### config.mk
export PLATFORM = sky130hd
export DESIGN_NAME = sodor_imem_responder
export DESIGN_NICKNAME = d
export VERILOG_FILES = /design/src/rtl/sodor_mem_pkg.sv /design/src/rtl/sodor_imem_rom.sv /design/src/rtl/sodor_imem_responder.sv
export SDC_FILE = /design/constraint.sdc
export NUM_CORES = 1
export LEC_CHECK = 0
export BUFFER_PORTS_ARGS = -buffer_cell sky130_fd_sc_hd__buf_2
export CORE_AREA = 2 2 222 224
export CTS_CLUSTER_DIAMETER = 60
export DETAILED_ROUTE_END_ITERATION = 7
export DIE_AREA = 0 0 224 226
export PLACE_DENSITY = 0.82
export SLEW_MARGIN = 10
export SYNTH_ARGS = -nofsm -noshare
export SYNTH_HDL_FRONTEND = slang
export SYNTH_SLANG_ARGS = --single-unit
### constraint.sdc
create_clock -name clock -period 6.3 [get_ports clock]
set_clock_uncertainty 0.2 [all_clocks]
set_input_delay 0.63 -clock clock [delete_from_list [all_inputs] [get_ports clock]]
set_output_delay 0.63 -clock clock [all_outputs]
set_load 0.02 [all_outputs]
### src/rtl/sodor_mem_pkg.sv
// Shared constants and queue entry type for the Sodor instruction-memory responder.
package sodor_mem_pkg;

    localparam logic [31:0] NOP_INSTR  = 32'h0000_0013;
    localparam int unsigned PROG_WORDS = 16;

    typedef struct packed {
        logic [31:0] data;
        logic        err;
        logic [2:0]  age;
    } imem_entry_t;

endpackage

### src/rtl/sodor_imem_rom.sv
// 16x32 runtime-writable program store: one synchronous write port and one
// combinational read port, with every word reset to NOP.
module sodor_imem_rom
    import sodor_mem_pkg::*;
(
    input  logic        clock,
    input  logic        reset_n,
    input  logic        we,
    input  logic [3:0]  widx,
    input  logic [31:0] wdata,
    input  logic [3:0]  ridx,
    output logic [31:0] rdata
);

    logic [31:0] mem_q [PROG_WORDS];

    always_ff @(posedge clock or negedge reset_n) begin
        if (!reset_n) begin
            for (int i = 0; i < PROG_WORDS; i++) begin
                mem_q[i] <= NOP_INSTR;
            end
        end else if (we) begin
            mem_q[widx] <= wdata;
        end
    end

    // Read sees the pre-write word, so a same-edge fetch gets the old instruction.
    assign rdata = mem_q[ridx];

endmodule

### src/rtl/sodor_imem_responder.sv
// Fetch-port responder: reads the program store at request acceptance and returns
// words in order through an aging circular queue after LATENCY cycles.
module sodor_imem_responder
    import sodor_mem_pkg::*;
#(
    parameter int unsigned LATENCY = 2,
    parameter int unsigned DEPTH   = 4
) (
    input  logic                       clock,
    input  logic                       reset_n,
    input  logic                       req_valid,
    output logic                       req_ready,
    input  logic [31:0]                req_addr,
    output logic                       resp_valid,
    input  logic                       resp_ready,
    output logic [31:0]                resp_data,
    output logic                       resp_err,
    input  logic                       flush,
    input  logic                       prog_we,
    input  logic [3:0]                 prog_idx,
    input  logic [31:0]                prog_data,
    output logic [$clog2(DEPTH+1)-1:0] occupancy
);

    localparam int unsigned CW = $clog2(DEPTH + 1);
    localparam int unsigned PW = (DEPTH > 1) ? $clog2(DEPTH) : 1;
    localparam logic [2:0] AGE_MAX = 3'(LATENCY);

    imem_entry_t   ent_q [DEPTH];
    logic [DEPTH-1:0] vld_q;
    logic [PW-1:0] head_q, tail_q;
    logic [CW-1:0] count_q, count_d;

    logic        push, pop;
    logic [31:0] rom_rdata;
    imem_entry_t new_entry;
    imem_entry_t head_entry;
    logic        unused_addr;

    function automatic logic [PW-1:0] ptr_inc(input logic [PW-1:0] p);
        return (p == PW'(DEPTH - 1)) ? '0 : p + PW'(1);
    endfunction

    sodor_imem_rom u_rom (
        .clock   (clock),
        .reset_n (reset_n),
        .we      (prog_we),
        .widx    (prog_idx),
        .wdata   (prog_data),
        .ridx    (req_addr[5:2]),
        .rdata   (rom_rdata)
    );

    assign unused_addr = ^{req_addr[31:6]};

    assign req_ready  = !flush && (count_q < CW'(DEPTH));
    assign push       = req_valid && req_ready;
    assign head_entry = ent_q[head_q];
    assign resp_valid = vld_q[head_q] && (head_entry.age >= AGE_MAX);
    assign pop        = resp_valid && resp_ready;
    assign resp_data  = resp_valid ? head_entry.data : 32'h0;
    assign resp_err   = resp_valid && head_entry.err;
    assign occupancy  = count_q;

    always_comb begin
        new_entry.err  = (req_addr[1:0] != 2'b00);
        new_entry.data = new_entry.err ? NOP_INSTR : rom_rdata;
        new_entry.age  = 3'd1;
    end

    always_comb begin
        count_d = count_q;
        case ({push, pop})
            2'b10:   count_d = count_q + CW'(1);
            2'b01:   count_d = count_q - CW'(1);
            default: count_d = count_q;
        endcase
    end

    always_ff @(posedge clock or negedge reset_n) begin
        if (!reset_n) begin
            for (int i = 0; i < DEPTH; i++) begin
                ent_q[i] <= '0;
            end
            vld_q   <= '0;
            head_q  <= '0;
            tail_q  <= '0;
            count_q <= '0;
        end else if (flush) begin
            vld_q   <= '0;
            head_q  <= '0;
            tail_q  <= '0;
            count_q <= '0;
        end else begin
            for (int i = 0; i < DEPTH; i++) begin
                if (vld_q[i] && (ent_q[i].age < AGE_MAX)) begin
                    ent_q[i].age <= ent_q[i].age + 3'd1;
                end
            end
            if (pop) begin
                vld_q[head_q] <= 1'b0;
                head_q        <= ptr_inc(head_q);
            end
            // Tail slot is never the popped slot: push needs a free slot.
            if (push) begin
                vld_q[tail_q] <= 1'b1;
                ent_q[tail_q] <= new_entry;
                tail_q        <= ptr_inc(tail_q);
            end
            count_q <= count_d;
        end
    end

endmodule

==> results of run 1 <==
power by group through the flow:
stage / Sequential, mW / Combinational [mW] / Clock [mW]
6_report: 5.80 / 2.23 / 4.24
5_1_grt: 5.90 / 2.42 / 4.46
4_1_cts: 5.79 / 2.24 / 4.29
3_5_place_dp: 5.85 / 2.21 / 0
3_3_place_gp: 5.75 / 2.10 / 0
2_1_floorplan: 5.67 / 1.71 / 0
synthesized netlist by cell type, types with 2 or more instances:
cell type / instances
nand2_1: 278
nor3_1: 8
inv_1: 5
buf_1: 17
a211oi_1: 9
a41o_1: 2
nand3b_1: 2
buf_2: 57
buf_6: 14
nor4bb_1: 4
or4bb_1: 2
o31ai_1: 4
nor2_4: 2
and4_1: 2
nand3_1: 2
nor2b_1: 2
a21oi_1: 12
clkbuf_1: 98
dfstp_2: 48
nor3b_1: 4
o21ai_0: 8
ha_1: 12
mux4_2: 161
mux2_1: 57
o211a_1: 2
xnor2_1: 4
nand4_1: 7
or3_1: 3
o211ai_1: 88
nand2b_1: 15
and3_1: 33
a22oi_1: 29
o22ai_1: 3
nor2_1: 65
nand4bb_1: 2
dfrtp_1: 619
o21ai_1: 3
mux2_2: 519
logic make-up after synthesis:
logic type | share of synthesized area
compound gates | 0.0386
xor+xnor | 0.00113
fa+ha+maj | 0.00548
buf+inv | 0.0289
flops | 0.539
mux | 0.326
simple gates | 0.0611
sequential cells by signal, summed over array words and instances (netlist names):
| signal | cells |
|---|---|
| occupancy | 3 |
| ent_q | 144 |
| head_q | 2 |
| tail_q | 2 |
| u_rom.mem_q | 512 |
| vld_q | 4 |
final cells by class:
class | instances | area, um2 | share of cell area
antenna | 2 | 5.00 | 0.000146
clock buffer | 100 | 2040 | 0.0594
clock inverter | 24 | 324 | 0.00945
inverter | 5 | 18.8 | 0.000547
multi-input combinational | 1352 | 13500 | 0.395
sequential | 667 | 16800 | 0.489
tap | 622 | 778 | 0.0227
timing repair buffer | 129 | 832 | 0.0243
routing by layer:
| layer | up-vias | part of all wire | track usage | wire length, um |
|---|---|---|---|---|
| li1 | 8110 | - | - | - |
| met1 | 10200 | 0.40 | 0.409 | 30500 |
| met2 | 778 | 0.50 | 0.518 | 37700 |
| met3 | 202 | 0.068 | 0.0596 | 5180 |
| met4 | 6 | 0.033 | 0.119 | 2520 |
| met5 | - | 0.00054 | 0 | 41 |
worst paths after layout:
| path | endpoint | slack [ns] | cells past startpoint |
|---|---|---|---|
| max | resp_data[22] | 1.95 | 6 |
| min | ent_q[75] | 0.21 | 3 |
| max reg2reg | occupancy[1] | 2.82 | 9 |
| min reg2reg | ent_q[131] | 0.27 | 2 |
| max in group asynchronous | ent_q[20] | 3.77 | 3 |
| min in group asynchronous | u_rom.mem_q[386] | 0.51 | 2 |
critical path: stages (launching register included):
cell	delay, ns
dfrtp_2	0.53
buf_4	0.36
nand2b_1	0.25
o211ai_1	0.97
buf_4	0.41
and3_1	0.20
buf_2	0.17
==> metrics, run 1 <==
post-synth cell types between 40 and 50; CP Capture Type output pin; RSZ-0062 raised after global routing no; CTS root buffer clkbuf_16; Critical Path Fanout Max 31; Syn. warnings 0; Primary FF master, synth dfrtp_1; Port-buffer cells 85; DP HPWL 42.3 mm; Hold-fix buffers, CTS 1; sequential area share after synthesis 0.539; H-tree Lvls 3; CTS max path bufs 3; crit path DAT 3.52 ns; grt total ovfl 0; number of global-route vias before repair between 20000 and 25000; routability cong. approximately 0.77; Max Cap Violations 0; first-pass GRT wire length 119 mm; row cnt 81; IO Pins 112; Worst Hold Class in -> reg; Num CTS Buffers 70; reg2reg start head_q[1]; final worst slack 1.95 ns; post-synth top area share 0.499; Pwr per Cell Area roughly 360 nW/um2; share of layout cells above drive strength 1 0.437; post-route ant nets 0; synthesis-to-finish area growth 10.4%; Post-Syn Nets 2298; Post-Syn Area 31100 um2; DR WL/cell about 26 um; Hold Crit Start req_addr[0]; outcome finished, final reports clean; Max transition margin 0.182; Total GRT Usage 0.311; Sink Count 667; final hold vios 0; PostCTS Resize Cnt 0; Clock power frac 0.345; main area contributors after synthesis dfrtp_1, mux2_2, mux4_2, dfstp_2, nand2_1; Net Sw Power 3.19 mW; cell taking the most area after synthesis dfrtp_1; Nets 2312; Tot Pwr about 12 mW; antenna violations before repair 6; Core ar. 48300 um2; Clk Latency, worst-skew pair 0.60 ns; share of power burned in registers 0.473; post-route cell area between 30000 and 40000 um2; Peak VDD IR a little over 200 uV; number of enable flip-flop cells after synthesis 0; DP Worst Slack roughly 2.6 ns; Setup crit start kind flop; placed cell area ~32000 um2; fin cells just under 3000; die area 50600 um2; most frequent cells in the layout dfrtp_1, mux2_2, nand2_1, mux4_2, o211ai_1; die width 224 um; DR pass1 iterations 6; commonest non-fill, non-tap cell in the layout dfrtp_1; CTS tree built; worst hold margin 0.211 ns; dpl cells approximately 2800; Tcrit/Tclk final 0.690; asr flop ratio synth 1.00; largest net degree at the start of global routing 193; Total Wirelength 75.9 mm; Initial Util 0.643; sw frac 0.260; minimum clock period ~4.4 ns; FMAX 0.230 GHz; # Post-CTS Setup Buffers 0; Final Setup Violations 0; Vias between 15000 and 20000; DR vias/cell around 6.7; Cells after Synth 2211; post-layout util 0.709; crit path from head_q[1]; Seq cells post-synth 667; WP data required 5.47 ns; Worst-path clk slew ~0.060 ns; # DRC 0; actual slew at the worst max-slew pin 1.22 ns; combinational power share 0.182; Internal 9.09 mW; P_leak 14.7 nW; fillers around 3000; Max Slew Vio Count 0; setup tns final 0 ns; Iter 0 DRT Violations 1728; Syn Area/Cell 14.0 um2; Setup CP Type reg -> out; die height 226 um
Note: power is estimated with default switching activity, not from simulation.
==> run 2, diff against run 1 <==
Settings changed: CORE_AREA 2 2 222 224 to 2 2 239 241, DIE_AREA 0 0 224 226 to 0 0 241 243, PLACE_DENSITY 0.82 to 0.75.
Clock period 6.3 ns to 3.9 ns, I/O delays scaled along.
==> run 2 against run 1 <==
Net effect:
- combinational power increased by 66%
- design area up 1.3%
- core utilization shrank 8.8 points
- cell count is 5.5% higher
- register-to-register slack lost 1.9 ns
- first-iteration DRC count down 8.8%
- largest cell class unchanged
- clock power increased by 58%
- die area rose by 16%
- sequential share of layout area decreased by 0.65 points
- non-clock buffer count grew 22
==> metrics, run 2 (same netlist as run 1, synthesis figures left out) <==
largest net degree at the start of global routing 101 (was 193); setup tns final 0 ns (unchanged); post-layout util 0.621 (was 0.709); crit path DAT 2.88 ns (was 3.52 ns); Largest register FFs 512 (unchanged); H-tree Lvls 3 (unchanged); CTS root buffer clkbuf_16 (unchanged); Num CTS Buffers 71 (was 70); worst hold margin 0.0213 ns (was 0.211 ns); most frequent cells in the layout dfrtp_1, mux2_2, nand2_1, mux4_2, o211ai_1 (unchanged); Clk Latency, worst-skew pair 0.61 ns (was 0.60 ns); Nets 2335 (was 2312); Setup CP Type reg -> out (unchanged); Pwr per Cell Area 569 nW/um2 (was 358 nW/um2); die area 58600 um2 (was 50600 um2); CP Cell Sequence buf_4 -> mux4_2 -> and3_1 -> buf_2 (was buf_4 -> nand2b_1 -> o211ai_1 -> buf_4 -> and3_1 -> buf_2); Setup crit start kind flop (unchanged); Vias 19200 (was 19300); row cnt 87 (was 81); PostCTS Resize Cnt 0 (unchanged); synthesis-to-finish area growth 11.9% (was 10.4%); Reg-to-Reg End occupancy[1] (unchanged); post-route ant nets 0 (unchanged); antenna violations before repair 7 (was 6); Peak VDD IR 580 uV (was 207 uV); DR pass1 iterations 5 (was 6); Final Setup Violations 0 (unchanged); reg2reg start head_q[1] (unchanged); CTS tree built (unchanged); worst reg2reg setup slack 0.88 ns (was 2.82 ns); die height 243 um (was 226 um); actual slew at the worst max-slew pin 1.06 ns (was 1.22 ns); hold depth 2 (was 3); FMAX roughly 0.29 GHz; Worst-path clk slew 0.06 ns (about the same); Largest Register u_rom.mem_q (unchanged); Tcrit/Tclk final 0.890; grt total ovfl 0 (unchanged); FF-to-FF path depth 8 (was 9); biggest regs u_rom.mem_q x512, ent_q x144, vld_q x4 (unchanged); Critical Path Fanout Max 25 (was 31); fillers 4126 (was 2988); CTS max path bufs 3 (unchanged); DR vias/cell 6.27 (was 6.66); Slowest cell on crit path dfrtp_2 (was o211ai_1); WP data required 3.31 ns (was 5.47 ns); Max Slew Vio Count 0 (unchanged); Hold Crit Start prog_data[3] (was req_addr[0]); number of global-route vias before repair 20100 (was 20600); hold endpoint u_rom.mem_q[227] (was ent_q[75]); Iter 0 DRT Violations 1576 (was 1728); Core ar. 56000 um2 (was 48300 um2); final worst slack 0.428 ns (was 1.95 ns); P_leak 14.9 nW (was 14.7 nW); # DRC 0 (unchanged); CP Capture Type output pin (unchanged); share of layout cells above drive strength 1 0.438 (was 0.437); Max transition margin 0.295 (was 0.182); outcome finished, final reports clean (unchanged); Max Cap Violations 0 (unchanged); Sink Count 667 (unchanged); Worst Hold Class in -> reg (unchanged); Port-buffer cells 85 (unchanged); Total GRT Usage 0.263 (was 0.311); commonest non-fill, non-tap cell in the layout dfrtp_1 (unchanged); first-pass GRT wire length 118 mm (was 119 mm); die width 241 um (was 224 um); DP HPWL 45.3 mm (was 42.3 mm); IO Pins 112 (unchanged); Total Wirelength 74.9 mm (was 75.9 mm); final hold vios 0 (unchanged); DP Worst Slack 0.952 ns (was 2.65 ns); routability cong. 0.851 (was 0.768); max incr delay on CP 0.67 ns (was 0.97 ns); Initial Util 0.555 (was 0.643); DR WL/cell 24.5 um (was 26.2 um); RSZ-0062 raised after global routing no (unchanged); minimum clock period ~3.5 ns
## run 2: critical path: cells and delay by family, from the launching register on
kind / cells / cell delay (ns)
AND/OR/NAND/NOR: 1 / 0.21
flip-flops: 1 / 0.67
buffers and inverters: 2 / 0.72
multiplexers: 1 / 0.67
## run 2: per-layer routing
layer	vias to the layer above	global-route usage	routed length, um
li1	8161	-	-
met1	10200	0.371	32100
met2	653	0.426	36400
met3	137	0.0482	4620
met4	10	0.0675	1710
met5	-	0	59
## run 2: area by class of cell
cell class | count | area (um2) | share of cell area
sequential | 667 | 16800 | 0.482
antenna | 1 | 2.50 | 0.0000720
clock buffer | 103 | 2070 | 0.0596
clock inverter | 25 | 263 | 0.00756
tap | 756 | 946 | 0.0272
multi-input combinational | 1352 | 13500 | 0.390
inverter | 5 | 18.8 | 0.000540
timing repair buffer | 151 | 1160 | 0.0333
## run 2: where the power goes
part	switching (mW)	internal (mW)	total (mW)
Combinational	1.65	2.05	3.71
Clock	2.75	3.96	6.72
Sequential	0.821	8.54	9.36
Total	5.23	14.6	19.8
## run 2: metrics by stage
step	area (um2)	cells	power (mW)
floorplan	31100	2211	11.9
global placement	32300	2921	12.8
detailed placement	32300	2921	13.1
CTS	34700	3059	19.9
global route	34700	3059	20.6
finish	34700	3060	19.8
## run 2: worst max-delay path by stage
stage / startpoint / depth (start not counted) / slack [ns] / to
final: head_q[0] / 4 / 0.43 / resp_data[27]
after global routing: head_q[0] / 4 / 0.28 / resp_data[28]
after CTS: head_q[0] / 4 / 0.37 / resp_data[28]
after detailed placement: head_q[1] / 8 / 0.95 / occupancy[1]
after global placement: head_q[0] / 4 / 0.99 / resp_data[27]
after floorplan: flush / 9 / 1.24 / occupancy[1]
## run 2: timing repair
action,4_1_cts,5_1_grt
hold buffers,10,0
setup buffers,0,0
hold endpoints to repair,103,0
